==> config.mk <==
export PLATFORM = sky130hd
export DESIGN_NAME = cpu_run_controller
export DESIGN_NICKNAME = d
export VERILOG_FILES = /design/src/rtl/cpu_run_controller.sv
export SDC_FILE = /design/constraint.sdc
export NUM_CORES = 1
export LEC_CHECK = 0
export ABC_AREA = 1
export BUFFER_PORTS_ARGS = -buffer_cell sky130_fd_sc_hd__buf_2
export CAP_MARGIN = 20
export CORE_UTILIZATION = 38
export CTS_CLUSTER_DIAMETER = 60
export DETAILED_ROUTE_END_ITERATION = 6
export RECOVER_POWER = 50
export SYNTH_ARGS = -nofsm -noshare
export SYNTH_HDL_FRONTEND = slang
export SYNTH_SLANG_ARGS = --single-unit
==> constraint.sdc <==
create_clock -name Clock -period 3.38 [get_ports Clock]
set_input_delay 0.338 -clock Clock [delete_from_list [all_inputs] [get_ports Clock]]
set_output_delay 0.338 -clock Clock [all_outputs]
set_load 0.1 [all_outputs]
==> src/rtl/cpu_run_controller.sv <==
// CPU run controller: issues the single-cycle Go enable to the instruction
// cycle block. Supports free-run on the periodic tick, turbo (every cycle),
// halt, single-step and a one-address IP breakpoint. Also keeps a saturating
// count of issued instructions.
module cpu_run_controller #(
  parameter int unsigned CNT_MAX = 12500000,
  parameter int unsigned CNT_W   = 24,
  parameter int unsigned ADDR_W  = 8
) (
  input  logic              Clock,
  input  logic              Reset,
  input  logic              Run,
  input  logic              Halt,
  input  logic              Step,
  input  logic              Turbo,
  input  logic              BpEn,
  input  logic [ADDR_W-1:0] BpAddr,
  input  logic [ADDR_W-1:0] Ip,
  output logic              Go,
  output logic              Running,
  output logic              AtBreak,
  output logic [15:0]       StepCount
);

  typedef enum logic [1:0] {
    S_HALT,
    S_RUN,
    S_STEP,
    S_BRK
  } state_t;

  localparam logic [CNT_W-1:0] CNT_LAST = CNT_W'(CNT_MAX);

  state_t            state;
  state_t            state_next;
  logic              skip;
  logic              skip_next;
  logic              go_next;
  logic [CNT_W-1:0]  cnt;
  logic              tick;
  logic              slot;
  logic [ADDR_W-1:0] eff_ip;
  logic              bp_hit;

  // Free-running tick counter: starts at 1 so the first tick is CNT_MAX cycles out
  always_ff @(posedge Clock) begin
    if (Reset)
      cnt <= CNT_W'(1);
    else if (cnt == CNT_LAST)
      cnt <= '0;
    else
      cnt <= cnt + CNT_W'(1);
  end

  assign tick = (cnt == '0);
  assign slot = tick | Turbo;

  // A Go high in the slot cycle has not yet reached the IP register, so
  // compare against the address that Go is about to execute past.
  assign eff_ip = Ip + ADDR_W'(Go);
  assign bp_hit = BpEn && (eff_ip == BpAddr) && !skip;

  // State, breakpoint-skip flag and registered Go
  always_ff @(posedge Clock) begin
    if (Reset) begin
      state <= S_HALT;
      skip  <= 1'b0;
      Go    <= 1'b0;
    end else begin
      state <= state_next;
      skip  <= skip_next;
      Go    <= go_next;
    end
  end

  // Executed-instruction counter, saturating
  always_ff @(posedge Clock) begin
    if (Reset)
      StepCount <= '0;
    else if (Go && (StepCount != '1))
      StepCount <= StepCount + 16'd1;
  end

  // Next-state and next-Go decision; command priority Halt > Run > Step
  always_comb begin
    state_next = state;
    skip_next  = skip;
    go_next    = 1'b0;
    case (state)
      S_HALT: begin
        if (Halt)
          state_next = S_HALT;
        else if (Run)
          state_next = S_RUN;
        else if (Step)
          state_next = S_STEP;
      end
      S_RUN: begin
        if (Halt) begin
          state_next = S_HALT;
        end else if (slot) begin
          if (bp_hit) begin
            state_next = S_BRK;
          end else begin
            go_next   = 1'b1;
            skip_next = 1'b0;
          end
        end
      end
      S_STEP: begin
        if (Halt) begin
          state_next = S_HALT;
        end else if (slot) begin
          go_next    = 1'b1;
          state_next = S_HALT;
        end
      end
      S_BRK: begin
        if (Halt) begin
          state_next = S_BRK;
        end else if (Run) begin
          state_next = S_RUN;
          skip_next  = 1'b1;
        end else if (Step) begin
          state_next = S_STEP;
        end
      end
      default: state_next = S_HALT;
    endcase
  end

  // Status outputs decoded from state
  always_comb begin
    Running = (state == S_RUN);
    AtBreak = (state == S_BRK);
  end

endmodule

==> results of run 1 <==
-- metrics by stage --
step	hold slack, ps	std cells
after floorplan	407	440
after global placement	477	573
after detailed placement	483	573
after CTS	235	581
after global routing	259	581
final	249	581
-- flip-flops by register name (all words and copies together) (netlist names) --
| register | cells |
|---|---|
| cnt | 24 |
| StepCount | 16 |
| state | 2 |
| Go | 1 |
| skip | 1 |
-- power breakdown --
group	total [mW]	switching [mW]	leakage, nW	internal, mW
sequential	0.547	0.0142	0.356	0.532
combinational	0.207	0.142	1.03	0.0652
clock	0.345	0.182	0.0510	0.163
-- cells by family after synthesis --
| logic type | Yosys count |
|---|---|
| and+or+nand+nor | 246 |
| buffers and inverters | 86 |
| AOI/OAI and AO/OA | 44 |
| DFF | 44 |
| xor gates and xnor gates | 11 |
| adders and majority gates | 9 |
-- cell usage in the layout, fill, tap and decap left out, drive strengths merged, types with 14 or more instances in the layout --
cell type,n
nand2,111
inv,82
nor2,57
dfxtp,44
nand3,33
a21oi,27
clkbuf,24
buf,23
nor3,15
o21ai,15
nand4,14
-- synth_stat cells, types with 2 or more instances --
| library cell | number |
|---|---|
| nand2_4 | 3 |
| nor2_2 | 4 |
| or2_2 | 2 |
| xnor2_1 | 5 |
| dfxtp_1 | 44 |
| xor2_1 | 6 |
| nor2_1 | 48 |
| o21ai_1 | 2 |
| ha_1 | 9 |
| o21ai_0 | 13 |
| buf_2 | 3 |
| nand4_1 | 14 |
| inv_1 | 81 |
| and3_1 | 3 |
| nand2_1 | 103 |
| nor3_1 | 14 |
| nand2_2 | 5 |
| nor3b_1 | 5 |
| nor4_1 | 4 |
| nor2_4 | 5 |
| nor3b_2 | 2 |
| a21oi_1 | 27 |
| nand3_1 | 32 |
-- worst max-delay path, stage by stage (launching register included) --
cell and delay (ps):
dfxtp_1 360, inv_1 90, ha_1 200, clkbuf_1 880
-- layout make-up --
| type | instances | area, µm² | area share [%] |
|---|---|---|---|
| inverter | 82 | 308 | 9.67 |
| sequential | 44 | 881 | 27.7 |
| clock inverter | 2 | 10.0 | 0.314 |
| multi-input combinational | 310 | 1600 | 50.3 |
| tap | 96 | 120 | 3.77 |
| clock buffer | 6 | 82.6 | 2.59 |
| timing repair buffer | 41 | 183 | 5.74 |
-- final timing paths --
kind / startpoint / end / slack (ps) / cells after the start
hold / removal: Reset / StepCount[12] / 250 / 2
setup reg to reg: StepCount[0] / StepCount[9] / 1350 / 11
hold reg to reg: skip / skip / 490 / 2
setup / recovery: state[1] / Running / 1220 / 3
-- routing by layer --
layer / track usage (%) / up-vias
met2: 29.2 / 37
met1: 21.6 / 1226
li1: - / 1474
met5: 0 / -
met4: 5.81 / 0
met3: 2.54 / 6
==> results.md, run 1 <==
- Mux contribution to synthesized area: 0%
- CP Max Fanout: 5
- Die footprint: just under 0.008 mm²
- TritonCTS clock tree: done
- H-tree level count: 2
- Power consumption: between 1 and 1.5 mW
- Compound-cell area share of the yosys netlist: 7.97%
- Yosys reg bits: 44
- # resized after CTS: 0
- Synth Area in Adders: roughly 4%
- Final Hold Vio Count: 0
- GRT overflow: 0
- Share of layout cells above drive strength 1: between 10% and 20%
- Ports: 42
- Area share of the largest cell type after synthesis: approximately a third
- Buffers on Ports: 41
- First-pass GRT wire length: 10600 µm
- CTS clock-pin slew for the worst setup and hold paths: about 80 ps
- CP arrival: between 1500 and 2000 ps
- Met3 WL post-DR: between 150 and 200 µm
- Outcome: complete, no violations
- YS warnings: 0
- Pin count of the biggest net entering global routing: 24
- Synth unique cells: 29
- Iteration-0 DRC Markers: 96
- Cell area after layout: 0.00318 mm²
- CP Capture Type: output port
- Die X: 88.0 µm
- Main combinational cell family by area after synthesis: simple AND/OR/NAND/NOR gates
- Setup TNS Final: 0 ps
- Post-Synth Simple-Gate Area: 41.6%
- Wire length on met2: between 2000 and 3000 µm
- Final core utilization: 45.6%
- Post-synth ARST share: 0%
- Post-Syn Nets: ~470
- Row count: 30
- Initial antenna violation count: 0
- Placed instance area: 0.00312 mm²
- Worst Skew: 9.12 ps
- Drt pass-1 iters: 4
- DR DRC count: 0
- Initial Util: 40.3%
- Post-synthesis instance area: around 0.0028 mm²
- # setup viols final: 0
- RSZ-0062 raised after global routing: false
- NumNets Final: 516
- MaxCap Viol Count: 0
- Req. time, crit path: between 3000 and 4000 ps
- Hold buffers post-CTS: 0
- DP HPWL: around 4600 µm
- Root Driver: clkbuf_8
- Routability cong.: 0.832
- Slew Limit Fails: 0
- Die H: slightly below 90 µm
- Number of synthesized flops with an enable pin: 0
- DR vias/cell: approximately 4.7
- Synth Area per Inst: between 6 and 7 µm²
- Min Clock Period, post-route: 2160 ps
- Post-CTS Repair Setup Buffers: 0
- Leakage: approximately 1.4 nW
- Worst vdd rail ir drop: 0.176 mV
- TritonCTS Buffers: 5
- Max Buffers Root-to-Sink: 2
- Vias in the first global route: 2468
- Min-Delay Path Class: input pin to flip-flop
- WS Path Type: flip-flop to output port
- Clock insertion delay at the later pin of the skew report: ~300 ps
- Pre-CTS setup slack: ~1400 ps
- Total Routed Length: 6000 µm
- Ant. Diodes: 0
- P&R area growth vs syn: 13.3%
- Period utilisation layout: 63.8%
- Cell count after synthesis: 440
- # clock sinks: between 40 and 50
- XOR/XNOR share of the synthesized area: under 10%
- Wirelength per Cell: slightly above 10 µm
- Fmax: 463 MHz
- Top sig layer: met4
- Filler instances: just under 800
- Worst slew margin: between 20% and 30%
- Vias post-DR: 2743
- Total GRT Usage: around 17%
- Yosys top cell by area: dfxtp_1
- Core Area: 0.00698 mm²
- Number of routed nets with antenna violations: 0
- PwrDens: between 300 and 400 mW/mm²
- Worst setup SP type: flip-flop
- Routed met1 length: 2990 µm
- Slew at the pin closest to its max-slew limit: approximately 1200 ps
- Most used flip-flop cell after synthesis: dfxtp_1
- Synth top area cells: dfxtp_1 31%, nand2_1 14%, inv_1 11%
- Register area share after synthesis: between 30% and 40%
- Final worst slack: 1220 ps
No activity file was read; power rests on OpenSTA's default activity.
==> run 2: changes to the inputs <==
clock period = 1.95 ns   (was 3.38 ns; I/O delays follow)
==> run 2 against run 1 <==
Effect of this change:
- sequential power up 73%
- cell area rose by 4.6%
- largest cell class unchanged
- register-to-register slack worse by 1200 ps
- critical endpoint is now state[1]
- total power rose by 85%
- clock skew grew 3.8 ps
- sequential cell count unchanged
==> results.md, run 2 (synthesized netlist as in run 1, its figures left out) <==
- Wirelength per Cell: 10.5 µm (+1.4%)
- Final worst slack: 165 ps (-1060 ps)
- Die footprint: 0.00774 mm² (unchanged)
- R2r worst-path depth: 11 (unchanged)
- Buffers on Ports: 41 (unchanged)
- Largest reg by FF count: cnt
- Share of layout cells above drive strength 1: 20.2% (+9.1 points)
- Drt pass-1 iters: 4 (unchanged)
- Slew at the pin closest to its max-slew limit: 555 ps (-613 ps)
- RR Startpoint: Go
- WHS Path Cells: 2 (unchanged)
- Initial antenna violation count: 0 (unchanged)
- Commonest non-fill, non-tap cells in the layout: 101 x nand2_1, 81 x inv_1, 47 x nor2_1
- CP dominant cell by count: nor2_1
- Routability cong.: 0.807 (-3.1%)
- Worst Skew: 13.0 ps (+3.84 ps)
- Worst path slowest cell: dfxtp_4
- TritonCTS clock tree: done
- Pre-CTS setup slack: 114 ps (-1250 ps)
- CP Max Fanout: 4 (-1)
- Min Clock Period, post-route: 1780 ps
- Initial Util: 40.3% (unchanged)
- DP HPWL: 4750 µm (+2.4%)
- Outcome: complete, no violations
- Die H: 88.0 µm (unchanged)
- Worst vdd rail ir drop: 0.290 mV (+65%)
- Fmax: between 500 and 600 MHz
- H-tree level count: 2 (unchanged)
- Hold buffers post-CTS: 0 (unchanged)
- Final Hold Vio Count: 0 (unchanged)
- Worst setup SP type: flip-flop
- Cell area after layout: 0.00333 mm² (+4.6%)
- Worst slew margin: 63.1% (+41 points)
- Leakage: 1.54 nW (+6.6%)
- Hold Slack: 105 ps (-144 ps)
- Top flop regs: cnt x24, StepCount x16, state x2
- NumNets Final: 520 (+0.78%)
- TritonCTS Buffers: 5 (unchanged)
- Number of routed nets with antenna violations: 0 (unchanged)
- Placed instance area: 0.00318 mm² (+2.0%)
- # setup viols final: 0 (unchanged)
- Core Area: 0.00698 mm² (unchanged)
- PwrDens: 609 mW/mm² (+77%)
- CP Capture Type: flip-flop
- Ant. Diodes: 0 (unchanged)
- P&R area growth vs syn: 18.5%
- Max incr delay on CP: 370 ps (-510 ps)
- Clock insertion delay at the later pin of the skew report: 300 ps (about the same)
- Min-Delay Path Class: input pin to flip-flop
- Critical hold path startpoint: Reset
- Reg-to-Reg End: state[1]
- MaxCap Viol Count: 0 (unchanged)
- Max Buffers Root-to-Sink: 2 (unchanged)
- # clock sinks: 44 (unchanged)
- Vias in the first global route: 2499 (+1.3%)
- DR vias/cell: 4.64 (-1.6%)
- WS Path Type: flip-flop to flip-flop
- Max reg flops: 24 (unchanged)
- Total GRT Usage: 16.7% (-0.29 points)
- Root Driver: clkbuf_8
- GRT overflow: 0 (unchanged)
- CP arrival: 1980 ps (+160 ps)
- Iteration-0 DRC Markers: 113 (+18%)
- Ports: 42 (unchanged)
- Die X: 88.0 µm (unchanged)
- Period utilisation layout: about nine tenths
- DR DRC count: 0 (unchanged)
- R2R setup slack: 170 ps (-1180 ps)
- Vias post-DR: 2717 (-0.95%)
- Pin count of the biggest net entering global routing: 24 (unchanged)
- Most common cell after layout, fill and taps aside: nand2_1
- Req. time, crit path: 2140 ps (-900 ps)
- WHS Endpoint: StepCount[12]
- Crit-path cells: ha_4 -> ha_4 -> or2_2 -> nand4_1 -> nor2_1 -> nand3_1 -> nand2_2 -> nand2_1 -> nand2_1 -> nor2_1 -> nor2_1
- Slew Limit Fails: 0 (unchanged)
- Total Routed Length: 6120 µm (+2.1%)
- CTS clock-pin slew for the worst setup and hold paths: 90 ps (about the same)
- First-pass GRT wire length: 10300 µm (-2.1%)
- Setup TNS Final: 0 ps (unchanged)
- Row count: 30 (unchanged)
run 2: critical path, delay by kind of cell (launching register included):
family	cells	cell delay (ps)
and+or+nand+nor	9	910
adders and majority gates	2	400
DFF	1	370
run 2: repair_timing:
action	4_1_cts	5_1_grt
buffers inserted	0	1
setup endpoints to repair	0	3
gates resized for setup	0	8
run 2: how the worst max path moves through the flow:
stage | start | to | slack, ps | depth (start not counted)
floorplan | StepCount[1] | StepCount[0] | 10 | 9
detailed placement | Go | state[0] | 110 | 11
global route | Go | state[0] | -2 | 14
global placement | Go | state[0] | 150 | 11
finish | Go | state[1] | 170 | 11
CTS | Go | state[0] | 90 | 11
run 2: cell type report:
type | count | area (µm²)
clock buffers | 6 | 72.6
clock inverters | 2 | 35.0
fillers | 762 | 3650
inverters | 82 | 308
multi-input cells | 310 | 1640
flip-flops and latches | 44 | 903
well taps | 96 | 120
repair buffers | 45 | 248
run 2: power breakdown:
part / switching, mW / internal, mW / total (mW) / leakage (nW)
sequential: 0.0269 / 0.922 / 0.949 / 0.364
combinational: 0.253 / 0.131 / 0.384 / 1.12
clock: 0.315 / 0.381 / 0.696 / 0.0552
run 2: metal layers:
metal / share of wire, % / vias to the layer above / global-route usage, %
met5: 0 / - / 0
met4: 1.2 / 0 / 5.37
met3: 3.6 / 9 / 2.64
met2: 46 / 48 / 28.8
met1: 49 / 1174 / 21.2
li1: - / 1486 / -
run 2: through the flow:
step,power (mW),utilization (%),instances
5_1_grt,2.14,47.7,585
2_1_floorplan,1.25,-,440
3_3_place_gp,1.34,45.5,576
4_1_cts,2.04,47.1,584
6_report,2.03,47.7,585
3_5_place_dp,1.34,45.5,576
